$ cat src/rtl/alu_operand_sequencer_if.sv
// Switch/button inputs and the ALU issue bus of the operand sequencer.
// master = sequencer side; slave = panel/ALU side (drives inputs, consumes the issue).
// alu_ans exists only when OPSEQ_CHAIN_EN is defined (accumulator chaining).
interface alu_operand_sequencer_if;
    logic [3:0] sw_data;
    logic       btn_enter;
    logic       alu_ready;
    logic [2:0] alu_command;
    logic [3:0] alu_a;
    logic [3:0] alu_b;
    logic       alu_valid;
    logic [1:0] stage;
`ifdef OPSEQ_CHAIN_EN
    logic [3:0] alu_ans;
`endif

    modport master (
        input  sw_data,
        input  btn_enter,
        input  alu_ready,
`ifdef OPSEQ_CHAIN_EN
        input  alu_ans,
`endif
        output alu_command,
        output alu_a,
        output alu_b,
        output alu_valid,
        output stage
    );

    modport slave (
        output sw_data,
        output btn_enter,
        output alu_ready,
`ifdef OPSEQ_CHAIN_EN
        output alu_ans,
`endif
        input  alu_command,
        input  alu_a,
        input  alu_b,
        input  alu_valid,
        input  stage
    );
endinterface

$ cat src/rtl/alu_operand_sequencer.sv
// Collects A, B and a 3-bit command from shared switches (one debounced ENTER each) and issues them to the ALU.
// Latency: press-to-pulse = 2 sync + DEBOUNCE_CYCLES cycles; alu_valid rises the cycle after the OP pulse.
// Backpressure: alu_valid and operands held frozen until alu_ready; ENTER in ISSUE is dropped. Option macro: OPSEQ_CHAIN_EN.
module alu_operand_sequencer #(
    parameter int DEBOUNCE_CYCLES = 16,
    parameter int CNT_W           = 5
) (
    input  logic                   clk,
    input  logic                   rst_n,
    alu_operand_sequencer_if.master bus
);

    typedef enum logic [1:0] {
        GET_A  = 2'd0,
        GET_B  = 2'd1,
        GET_OP = 2'd2,
        ISSUE  = 2'd3
    } state_t;

    localparam logic [CNT_W-1:0] CNT_MAX = CNT_W'(DEBOUNCE_CYCLES - 1);

    logic             sync1_q, sync2_q;
    logic             deb_q, deb_d;
    logic [CNT_W-1:0] cnt_q, cnt_d;
    logic             enter_pulse;

    state_t           state_q;
    logic [3:0]       a_q, b_q;
    logic [2:0]       cmd_q;
    logic             vld_q;

    // Two-flop synchronizer for the asynchronous push button.
    always_ff @(posedge clk or negedge rst_n) begin
        if (!rst_n) begin
            sync1_q <= 1'b0;
            sync2_q <= 1'b0;
        end else begin
            sync1_q <= bus.btn_enter;
            sync2_q <= sync1_q;
        end
    end

    // Debounce next-state: level flips only after CNT_MAX+1 consecutive disagreeing samples.
    always_comb begin
        deb_d = deb_q;
        cnt_d = cnt_q;
        if (sync2_q == deb_q) begin
            cnt_d = '0;
        end else if (cnt_q == CNT_MAX) begin
            deb_d = ~deb_q;
            cnt_d = '0;
        end else begin
            cnt_d = cnt_q + 1'b1;
        end
    end

    // Debounced level and stability counter.
    always_ff @(posedge clk or negedge rst_n) begin
        if (!rst_n) begin
            deb_q <= 1'b0;
            cnt_q <= '0;
        end else begin
            deb_q <= deb_d;
            cnt_q <= cnt_d;
        end
    end

    // Single-cycle strobe on the debounced rising edge; releases never strobe.
    assign enter_pulse = deb_d & ~deb_q;

    // Entry/issue FSM; operands keep their last values between operations so the ALU never sees zeros.
    always_ff @(posedge clk or negedge rst_n) begin
        if (!rst_n) begin
            state_q <= GET_A;
            a_q     <= 4'd0;
            b_q     <= 4'd0;
            cmd_q   <= 3'd0;
            vld_q   <= 1'b0;
        end else begin
            case (state_q)
                GET_A: begin
                    if (enter_pulse) begin
                        a_q     <= bus.sw_data;
                        state_q <= GET_B;
                    end
                end
                GET_B: begin
                    if (enter_pulse) begin
                        b_q     <= bus.sw_data;
                        state_q <= GET_OP;
                    end
                end
                GET_OP: begin
                    if (enter_pulse) begin
                        cmd_q   <= bus.sw_data[2:0];
                        vld_q   <= 1'b1;
                        state_q <= ISSUE;
                    end
                end
                ISSUE: begin
                    if (bus.alu_ready) begin
                        vld_q   <= 1'b0;
`ifdef OPSEQ_CHAIN_EN
                        a_q     <= bus.alu_ans;
                        state_q <= GET_B;
`else
                        state_q <= GET_A;
`endif
                    end
                end
                default: state_q <= GET_A;
            endcase
        end
    end

    assign bus.alu_a       = a_q;
    assign bus.alu_b       = b_q;
    assign bus.alu_command = cmd_q;
    assign bus.alu_valid   = vld_q;
    assign bus.stage       = state_q;

endmodule

$ cat src/flat_wrapper.sv
// flat-port wrapper written by rule: the top's interface ports become plain ports
module alu_operand_sequencer_flat 
#(
    parameter int DEBOUNCE_CYCLES = 16,
    parameter int CNT_W           = 5
)
  (clk, rst_n, bus_sw_data, bus_btn_enter, bus_alu_ready, bus_alu_command, bus_alu_a, bus_alu_b, bus_alu_valid, bus_stage);
  alu_operand_sequencer_if bus_i ();
  input  logic clk;
  input  logic rst_n;
  input wire logic [$bits(bus_i.sw_data)-1:0] bus_sw_data;
  input wire logic [$bits(bus_i.btn_enter)-1:0] bus_btn_enter;
  input wire logic [$bits(bus_i.alu_ready)-1:0] bus_alu_ready;
  output wire logic [$bits(bus_i.alu_command)-1:0] bus_alu_command;
  output wire logic [$bits(bus_i.alu_a)-1:0] bus_alu_a;
  output wire logic [$bits(bus_i.alu_b)-1:0] bus_alu_b;
  output wire logic [$bits(bus_i.alu_valid)-1:0] bus_alu_valid;
  output wire logic [$bits(bus_i.stage)-1:0] bus_stage;
  assign bus_i.sw_data = bus_sw_data;
  assign bus_i.btn_enter = bus_btn_enter;
  assign bus_i.alu_ready = bus_alu_ready;
  assign bus_alu_command = bus_i.alu_command;
  assign bus_alu_a = bus_i.alu_a;
  assign bus_alu_b = bus_i.alu_b;
  assign bus_alu_valid = bus_i.alu_valid;
  assign bus_stage = bus_i.stage;
  alu_operand_sequencer #(.DEBOUNCE_CYCLES(DEBOUNCE_CYCLES), .CNT_W(CNT_W)) u_core (.clk(clk), .rst_n(rst_n), .bus(bus_i));
endmodule
$ cat config.mk
export PLATFORM = sky130hd
export DESIGN_NAME = alu_operand_sequencer_flat
export DESIGN_NICKNAME = d
export VERILOG_FILES = /design/src/rtl/alu_operand_sequencer_if.sv /design/src/rtl/alu_operand_sequencer.sv /design/src/flat_wrapper.sv
export SDC_FILE = /design/constraint.sdc
export NUM_CORES = 1
export LEC_CHECK = 0
export ABC_CLOCK_PERIOD_IN_PS = 2300
export CAP_MARGIN = 20
export CORE_MARGIN = 2
export CORE_UTILIZATION = 35
export CTS_CLUSTER_SIZE = 40
export DETAILED_ROUTE_END_ITERATION = 8
export SLEW_MARGIN = 30
export SYNTH_ARGS = -nofsm -noshare
export SYNTH_HDL_FRONTEND = slang
export SYNTH_SLANG_ARGS = --single-unit
export TNS_END_PERCENT = 100
$ cat constraint.sdc
create_clock -name clk -period 2.3 [get_ports clk]
set_input_delay 0.575 -clock clk [delete_from_list [all_inputs] [get_ports clk]]
set_output_delay 0.575 -clock clk [all_outputs]
set_load 0.02 [all_outputs]
==> metrics.txt, run 1 <==
outcome=completed; I/O pin total=22; Mapped Nets=roughly 80; path type of the worst setup path=register to output pin; final-stage net count=~110; CP required=1.73 ns; post-CTS setup buffer count=0; gr ovfl total=0; unrepaired setup endpoints after global routing=no; setup TNS=0 ns; Antenna Cells=0; switch share=a little under a third; CTS tree=yes; Site Rows=18; Hold Path Stages=0; worst path cell trace=clkdlybuf4s50_1; WP buf/inv=1; share of layout cells above drive strength 1=23.4%; clock share of power=20.4%; routed wire length per instance=approximately 13 um; initial antenna violation count=0; initial DRC count=5; Post-route DRC=0; Yosys warnings=0; Worst slew margin=between 70 and 80%; Worst-path clk slew=0.12 ns; cts bufs inserted=3; Sink Count=22; final wirelength=approximately 1600 um; final setup fails=0; Yosys top cell area share=about three fifths; HP Start=u_core.sync1_q; Max Slew Vio Count=0; Die Area=3130 um^2; port bufs=21; HP Class=register to register; Die Y=56.0 um; CP Launch Type=register; Core Box Area=2520 um^2; First-pass DRT Iterations=2; Starting Density=approximately 37%; Worst IR Drop VDD=0.000547 V; crit-path leading delay family=buffers and inverters; end of the worst register-to-register path=u_core.bus.stage[1]; most frequent cells in the layout=dfrtp_1 (22), clkdlybuf4s50_1 (21), mux2_2 (13); critical path's slowest cell=clkdlybuf4s50_1; setup slack after layout=0.378 ns; Setup crit end kind=output pin; Static Leak=0.580 nW; most common cell after layout, fill and taps aside=dfrtp_1; max_cap viols=0; Reg power frac=between 40% and 50%; met1 Usage GRT=around 15%; Global Route met2 Usage=a little under a fifth; htree depth=1; CTS Root Cell=clkbuf_4; Hold EP=u_core.sync2_q; PwrDens=823 nW/um^2; total power draw=between 0.001 and 0.0015 W; post-route clock skew=0.00175 ns; library cells used by synthesis=19; Yosys top cell by area=dfrtp_1; cell-internal power=0.000701 W; GRT Total Usage=11.9%; Synth Cell Area=~940 um^2; worst r2r path cells=5; clock latency on the worst-skew pair=0.30 ns; Mapped Cells=just under 70; synthesis-stage register bit count=22; pre-CTS setup slack=0.436 ns; met3 GRT Util=under 10%; top post-synthesis cells by area=dfrtp_1 (58%), mux2_2 (15%), ha_1 (7.9%); clock buffer depth=2; Non-Filler Instances=~120; register area share after synthesis=58.3%; Final min period=1.92 ns; Hold Buf Count CTS=0; Syn-to-layout area delta=30.9%; fmax=520 MHz; busiest grt layer=met2; final core utilization=49.0%; Psw=between 0.0003 and 0.0004 W; share of total power in combinational logic=33.5%; Fin. Hold Viols=0; Worst Path Arrival=1.35 ns; syn_area_per_cell=13.9 um^2; DR vias/cell=4.71; Die Span X=56.0 um; dpl cells=120; HPWL Detailed=between 1000 and 1500 um; Final ANT Viol Nets=0; Vias=584; reg2reg start=u_core.cnt_q[0]; Filler Cells Inserted=about 250; CP Max Fanout=5; post-cts resize count=0; crit-path max cell delay=~0.63 ns; Tcrit/Tclk final=83.6%; global-route wire length before repair=2860 um; worst slew pin tran=0.365 ns; number of global-route vias before repair=641; largest net degree at the start of global routing=23; GPL Wtd Cong=between 0.6 and 0.7; R2R setup slack=0.43 ns
power groups by stage:
| stage | registers (W) | logic (W) | clock network, W |
|---|---|---|---|
| floorplan | 0.000516 | 0.000172 | 0 |
| global placement | 0.000477 | 0.000345 | 0 |
| detailed placement | 0.000476 | 0.000346 | 0 |
| CTS | 0.000470 | 0.000349 | 0.000217 |
| global route | 0.000478 | 0.000385 | 0.000239 |
| finish | 0.000468 | 0.000341 | 0.000208 |
state kept, by name, indices dropped and copies added, names as in the netlist:
register                count
u_core.bus.alu_a            4
u_core.bus.alu_b            4
u_core.bus.alu_command      3
u_core.bus.alu_valid        1
u_core.bus.stage            2
u_core.cnt_q                5
u_core.deb_q                1
u_core.sync1_q              1
u_core.sync2_q              1
layer usage:
metal / wire length [um] / vias up
met5: 0 / -
li1: - / 285
met4: 13 / 0
met2: 738 / 12
met3: 71 / 2
met1: 783 / 285
cell families after synthesis:
kind of cell | synth area share, %
AO/OA/AOI/OAI | 4.24
XOR/XNOR | 2.78
adder cells (fa/ha/maj) | 7.95
buffers and inverters | 1.59
flip-flops | 58.3
multiplexers | 16.6
AND/OR/NAND/NOR | 8.61
worst max-delay path by stage:
stage                     depth (start not counted)  slack, ns                 from                   to
final                                             1       0.38  u_core.bus.stage[1]         bus_stage[1]
after global routing                              5       0.28      u_core.cnt_q[0]  u_core.bus.alu_b[2]
after global placement                            5       0.49      u_core.cnt_q[0]  u_core.bus.stage[1]
after detailed placement                          5       0.44      u_core.cnt_q[0]  u_core.bus.stage[1]
after CTS                                         1       0.35  u_core.bus.stage[1]         bus_stage[1]
after floorplan                                   5       0.60      u_core.cnt_q[0]  u_core.bus.stage[1]
area by class of cell:
cell class | instances | area, um^2 | area share [%]
timing repair buffer | 22 | 218 | 17.6
clock buffer | 4 | 36.3 | 2.94
multi-input combinational | 42 | 379 | 30.7
sequential | 22 | 551 | 44.5
inverter | 4 | 15.0 | 1.21
tap | 30 | 37.5 | 3.04
cell usage after synthesis (all sizes together):
cell type  number
nor3            1
ha              6
and3            1
nand2           5
nor2            3
o2bb2ai         1
nand4b          1
a31oi           1
mux2           13
dfrtp          22
a21oi           1
nor3b           1
nand3           1
xor2            3
and2            1
inv             4
o21ai           1
mux2i           1
a2bb2oi         1
per-stage QoR:
stage | hold WS, ns | area [um^2]
after global routing | 0.376 | 1240
after global placement | 0.334 | 1200
final | 0.362 | 1240
after detailed placement | 0.337 | 1200
after floorplan | 0.279 | 945
after CTS | 0.365 | 1240
Note: power is estimated with default switching activity, not from simulation.
==> inputs of run 2 (changes only) <==
--- a/config.mk
+++ b/config.mk
@@ -5,7 +5,7 @@
 export SDC_FILE = /design/constraint.sdc
 export NUM_CORES = 1
 export LEC_CHECK = 0
-export ABC_CLOCK_PERIOD_IN_PS = 2300
+export ABC_CLOCK_PERIOD_IN_PS = 1700
 export CAP_MARGIN = 20
 export CORE_MARGIN = 2
 export CORE_UTILIZATION = 35
==> constraint.sdc (replaced) <==
create_clock -name clk -period 1.7 [get_ports clk]
set_input_delay 0.425 -clock clk [delete_from_list [all_inputs] [get_ports clk]]
set_output_delay 0.425 -clock clk [all_outputs]
set_load 0.02 [all_outputs]
==> run 2 against run 1 <==
Against the previous run: sequential cell count unchanged; highest routed layer unchanged; utilization increased by 2.0 points; combinational power increased by 36%; clock skew shrank 0.00088 ns; sequential share of layout area down 1.8 points; power is 47% higher; clock-buffer cell count shrank 1.
==> metrics.txt, run 2 (same netlist as run 1, synthesis figures left out) <==
Fin. Hold Viols=0; routed wire length per instance=13.3 um; setup TNS=0 ns; Sink Count=22; path type of the worst setup path=register to register; Die Span X=56.0 um; First-pass DRT Iterations=4; Vias=628; initial DRC count=6; I/O pin total=22; R2R setup slack=around 0.056 ns; outcome=completed; Final min period=1.64 ns; fmax=608 MHz; initial antenna violation count=0; setup slack after layout=about 0.056 ns; Antenna Cells=0; Die Area=3130 um^2; Core Box Area=roughly 2500 um^2; Worst Path Arrival=between 1.5 and 2 ns; cts bufs inserted=3; Static Leak=between 0.6 and 0.7 nW; pre-CTS setup slack=approximately 0.015 ns; post-CTS setup buffer count=0; Max Slew Vio Count=0; Die Y=~56 um; Largest Register=u_core.cnt_q; Hold EP=u_core.sync2_q; Setup crit end kind=register; DR vias/cell=4.91; Hold Path Stages=0; CTS tree=yes; clock latency on the worst-skew pair=0.31 ns; unrepaired setup endpoints after global routing=yes; CP required=1.91 ns; Worst IR Drop VDD=around 0.00095 V; Starting Density=37.5%; worst slew pin tran=0.303 ns; post-route clock skew=0.000876 ns; PwrDens=about 1200 nW/um^2; max reg flops=5; Site Rows=18; worst r2r path cells=5; HP Class=register to register; CP Max Fanout=5; Syn-to-layout area delta=36.3%; number of global-route vias before repair=~590; Post-route DRC=0; GPL Wtd Cong=around 0.71; HP Start=u_core.sync1_q; CTS Root Cell=clkbuf_4; final core utilization=51.0%; gr ovfl total=0; Final ANT Viol Nets=0; HPWL Detailed=1240 um; GRT Total Usage=11.8%; end of the worst register-to-register path=u_core.bus.stage[1]; Worst-path clk slew=0.12 ns; most frequent cells in the layout=dfrtp_1 (22), dlygate4sd2_1 (14), mux2_2 (13); final wirelength=1700 um; global-route wire length before repair=~2900 um; most common cell after layout, fill and taps aside=dfrtp_1; port bufs=21; final setup fails=0; max_cap viols=0; share of layout cells above drive strength 1=28.6%; reg2reg start=u_core.cnt_q[0]; Hold Buf Count CTS=0; Filler Cells Inserted=239; Worst slew margin=about four fifths; final-stage net count=between 100 and 150; htree depth=1; largest net degree at the start of global routing=23; clock buffer depth=2; CP Launch Type=register; Tcrit/Tclk final=96.7%
[run 2: worst max path at each step]
stage,startpoint,to,slack (ns),cells after the start
floorplan,u_core.bus.stage[0],u_core.bus.stage[1],0.0005,5
CTS,u_core.cnt_q[0],u_core.bus.stage[1],0.005,5
global placement,u_core.cnt_q[0],u_core.bus.stage[1],0.07,5
global route,u_core.cnt_q[0],u_core.bus.alu_b[1],-0.03,5
finish,u_core.cnt_q[0],u_core.bus.stage[1],0.06,5
detailed placement,u_core.cnt_q[0],u_core.bus.stage[1],0.02,5
[run 2: power breakdown]
group | switching (W) | internal, W
clock network | 0.000163 | 0.000238
registers | 0.0000495 | 0.000583
logic | 0.000235 | 0.000228
total | 0.000448 | 0.00105
[run 2: per-stage QoR]
stage / area, um^2 / std cells / power, W / hold WS (ns)
after floorplan: 951 / 68 / 0.000931 / 0.129
after global placement: 1240 / 124 / 0.00112 / 0.338
after detailed placement: 1240 / 124 / 0.00113 / 0.336
after CTS: 1270 / 128 / 0.00149 / 0.366
after global routing: 1290 / 128 / 0.00158 / 0.373
final: 1290 / 128 / 0.00150 / 0.365
[run 2: area by class of cell]
class | instances | area (um^2) | share of cell area (%)
flip-flops and latches | 22 | 551 | 42.8
repair buffers | 26 | 230 | 17.9
clock buffers | 3 | 22.5 | 1.75
well taps | 30 | 37.5 | 2.92
clock inverters | 1 | 30.0 | 2.33
multi-input cells | 42 | 402 | 31.2
inverters | 4 | 15.0 | 1.17
[run 2: metal layers]
| metal | GRT usage [%] | wire, um | part of all wire, % |
|---|---|---|---|
| met3 | 6.74 | 143 | 8.4 |
| met2 | 17.9 | 808 | 48 |
| met1 | 15.1 | 735 | 43 |
| met4 | 2.04 | 9 | 0.53 |
| met5 | 0 | 0 | 0 |
[run 2: critical path, cell delays in order, from the launching register on]
cell       delay (ns)
dfrtp_1          0.40
ha_2             0.21
nand4b_4         0.11
nor3b_4          0.28
a2bb2oi_2        0.20
mux2_2           0.34
[run 2: repair_timing]
item                       in CTS  in global routing
pin swaps                       0                  2
cloned                          0                  0
resized for setup              14                  3
setup endpoints to repair      14                 11
==> inputs of run 3 (changes only) <==
--- a/config.mk
+++ b/config.mk
@@ -11,6 +11,7 @@
 export CORE_UTILIZATION = 35
 export CTS_CLUSTER_SIZE = 40
 export DETAILED_ROUTE_END_ITERATION = 8
+export GPL_TIMING_DRIVEN = 0
 export SLEW_MARGIN = 30
 export SYNTH_ARGS = -nofsm -noshare
 export SYNTH_HDL_FRONTEND = slang
==> run 3 against run 2 <==
Against the previous run: the flow now finishes with violations (setup timing); clock skew is 0.012 ns higher; critical endpoint unchanged; clock-buffer cell count is the same; setup slack worse by 0.062 ns; sequential share of layout area decreased by 1.1 points; largest cell class unchanged; register-to-register slack lost 0.06 ns.
==> metrics.txt, run 3 (same netlist as run 1, synthesis figures left out) <==
outcome=complete, but fails checks; failing checks=setup timing; CTS Root Cell=clkbuf_4; CTS tree=yes; initial antenna violation count=0; Largest Register=u_core.cnt_q; Starting Density=between 30% and 40%; routed wire length per instance=13.7 um; port bufs=21; Min Hold Slack=roughly 0.043 ns; clock latency on the worst-skew pair=0.32 ns; fmax=586 MHz; htree depth=1; clock buffer depth=2; DR vias/cell=4.82; CP Launch Type=register; Final Cell Area=1320 um^2; worst slew pin tran=0.487 ns; share of layout cells above drive strength 1=33.0%; Post-route DRC=0; setup slack after layout=-0.00624 ns; worst r2r path cells=5; cts bufs inserted=3; Core Box Area=~2500 um^2; number of global-route vias before repair=700; Die Span X=56.0 um; Syn-to-layout area delta=39.9%; reg2reg start=u_core.cnt_q[0]; global-route wire length before repair=between 3000 and 4000 um; Final ANT Viol Nets=0; Worst slew margin=between 60% and 70%; Worst IR Drop VDD=about 0.00073 V; most common cell after layout, fill and taps aside=dfrtp_1; I/O pin total=22; Die Area=3130 um^2; final wirelength=1780 um; Worst Path Arrival=1.91 ns; GPL Wtd Cong=between 0.7 and 0.8; Vias=around 630; Fin. Hold Viols=0; Setup crit end kind=register; max_cap viols=0; end of the worst register-to-register path=u_core.bus.stage[1]; Die Y=56.0 um; Worst-path clk slew=around 0.13 ns; final core utilization=52.4%; Antenna Cells=0; largest net degree at the start of global routing=23; max reg flops=5; path type of the worst setup path=register to register; GRT Total Usage=12.7%; final-stage net count=115; HPWL Detailed=1210 um; initial DRC count=6; CP required=1.90 ns; Sink Count=22; CP Max Fanout=5; Tcrit/Tclk final=100%; Site Rows=18; unrepaired setup endpoints after global routing=yes; beginning of the critical path=u_core.cnt_q[0]; Max Slew Vio Count=0; Final min period=1.71 ns; Static Leak=approximately 0.67 nW; most frequent cells in the layout=dfrtp_1 (22), dlygate4sd2_1 (14), mux2_2 (12); post-route clock skew=roughly 0.013 ns; R2R setup slack=-0.006 ns; final setup fails=1; gr ovfl total=0; PwrDens=1180 nW/um^2; total power draw=0.00156 W; Post-DP Area=about 1200 um^2; First-pass DRT Iterations=4; HP Class=input pin to asynchronous set/reset pin
==> run 3: cell count changes in the layout (fill, tap and decap cells not counted), sizes merged <==
cell	previous run	this run
buf	5	8
clkdlybuf4s50	7	6
==> run 3: layout make-up <==
type | instances | area [um^2]
Multi-Input combinational cell | 42 | 425
Fill cell | 244 | 1200
Timing Repair Buffer | 28 | 240
Clock buffer | 3 | 22.5
Inverter | 4 | 15.0
Tap cell | 30 | 37.5
Sequential cell | 22 | 551
Clock inverter | 1 | 30.0
==> run 3: worst max path at each step <==
stage          slack [ns]             endpoint
2_1_floorplan      0.0005  u_core.bus.stage[1]
3_3_place_gp        -0.11  u_core.bus.stage[1]
3_5_place_dp        -0.13  u_core.bus.stage[1]
4_1_cts            0.0003  u_core.bus.stage[1]
5_1_grt             -0.09  u_core.bus.stage[1]
6_report           -0.006  u_core.bus.stage[1]
==> run 3: per-stage QoR <==
| step | worst slack [ns] | TNS [ns] | std cells |
|---|---|---|---|
| global placement | -0.110 | -0.589 | 119 |
| CTS | 0.000266 | 0 | 125 |
| detailed placement | -0.129 | -0.977 | 119 |
| global route | -0.0911 | -0.508 | 130 |
| floorplan | 0.000452 | 0 | 68 |
| finish | -0.00624 | -0.00624 | 130 |
==> run 3: repair_timing <==
| action | in CTS | in global routing |
|---|---|---|
| resized for setup | 20 | 2 |
| hold buffers | 0 | 0 |
| endpoints found under the setup margin | 26 | 12 |
| gates cloned | 0 | 0 |
| pin swaps | 4 | 3 |
| setup buffers | 2 | 5 |
==> run 3: power breakdown <==
| part | internal, W | total, W | leakage, nW | switching, W |
|---|---|---|---|---|
| Clock | 0.000239 | 0.000401 | 0.0279 | 0.000163 |
| Sequential | 0.000583 | 0.000636 | 0.266 | 0.0000531 |
| Combinational | 0.000256 | 0.000520 | 0.376 | 0.000264 |
==> run 3: worst max-delay path, cell delays in order, from the launching register on <==
cell	delay, ns
dfrtp_1	0.42
ha_4	0.16
nand4b_4	0.12
nor3b_4	0.34
a2bb2oi_2	0.23
mux2_4	0.32
==> run 3: per-layer routing <==
metal / part of all wire, % / global-route usage [%] / vias up
li1: - / - / 298
met1: 43 / 16.3 / 306
met2: 51 / 19.4 / 18
met3: 4.8 / 2.56 / 4
met4: 2.0 / 8.16 / 0
met5: 0 / 0 / -
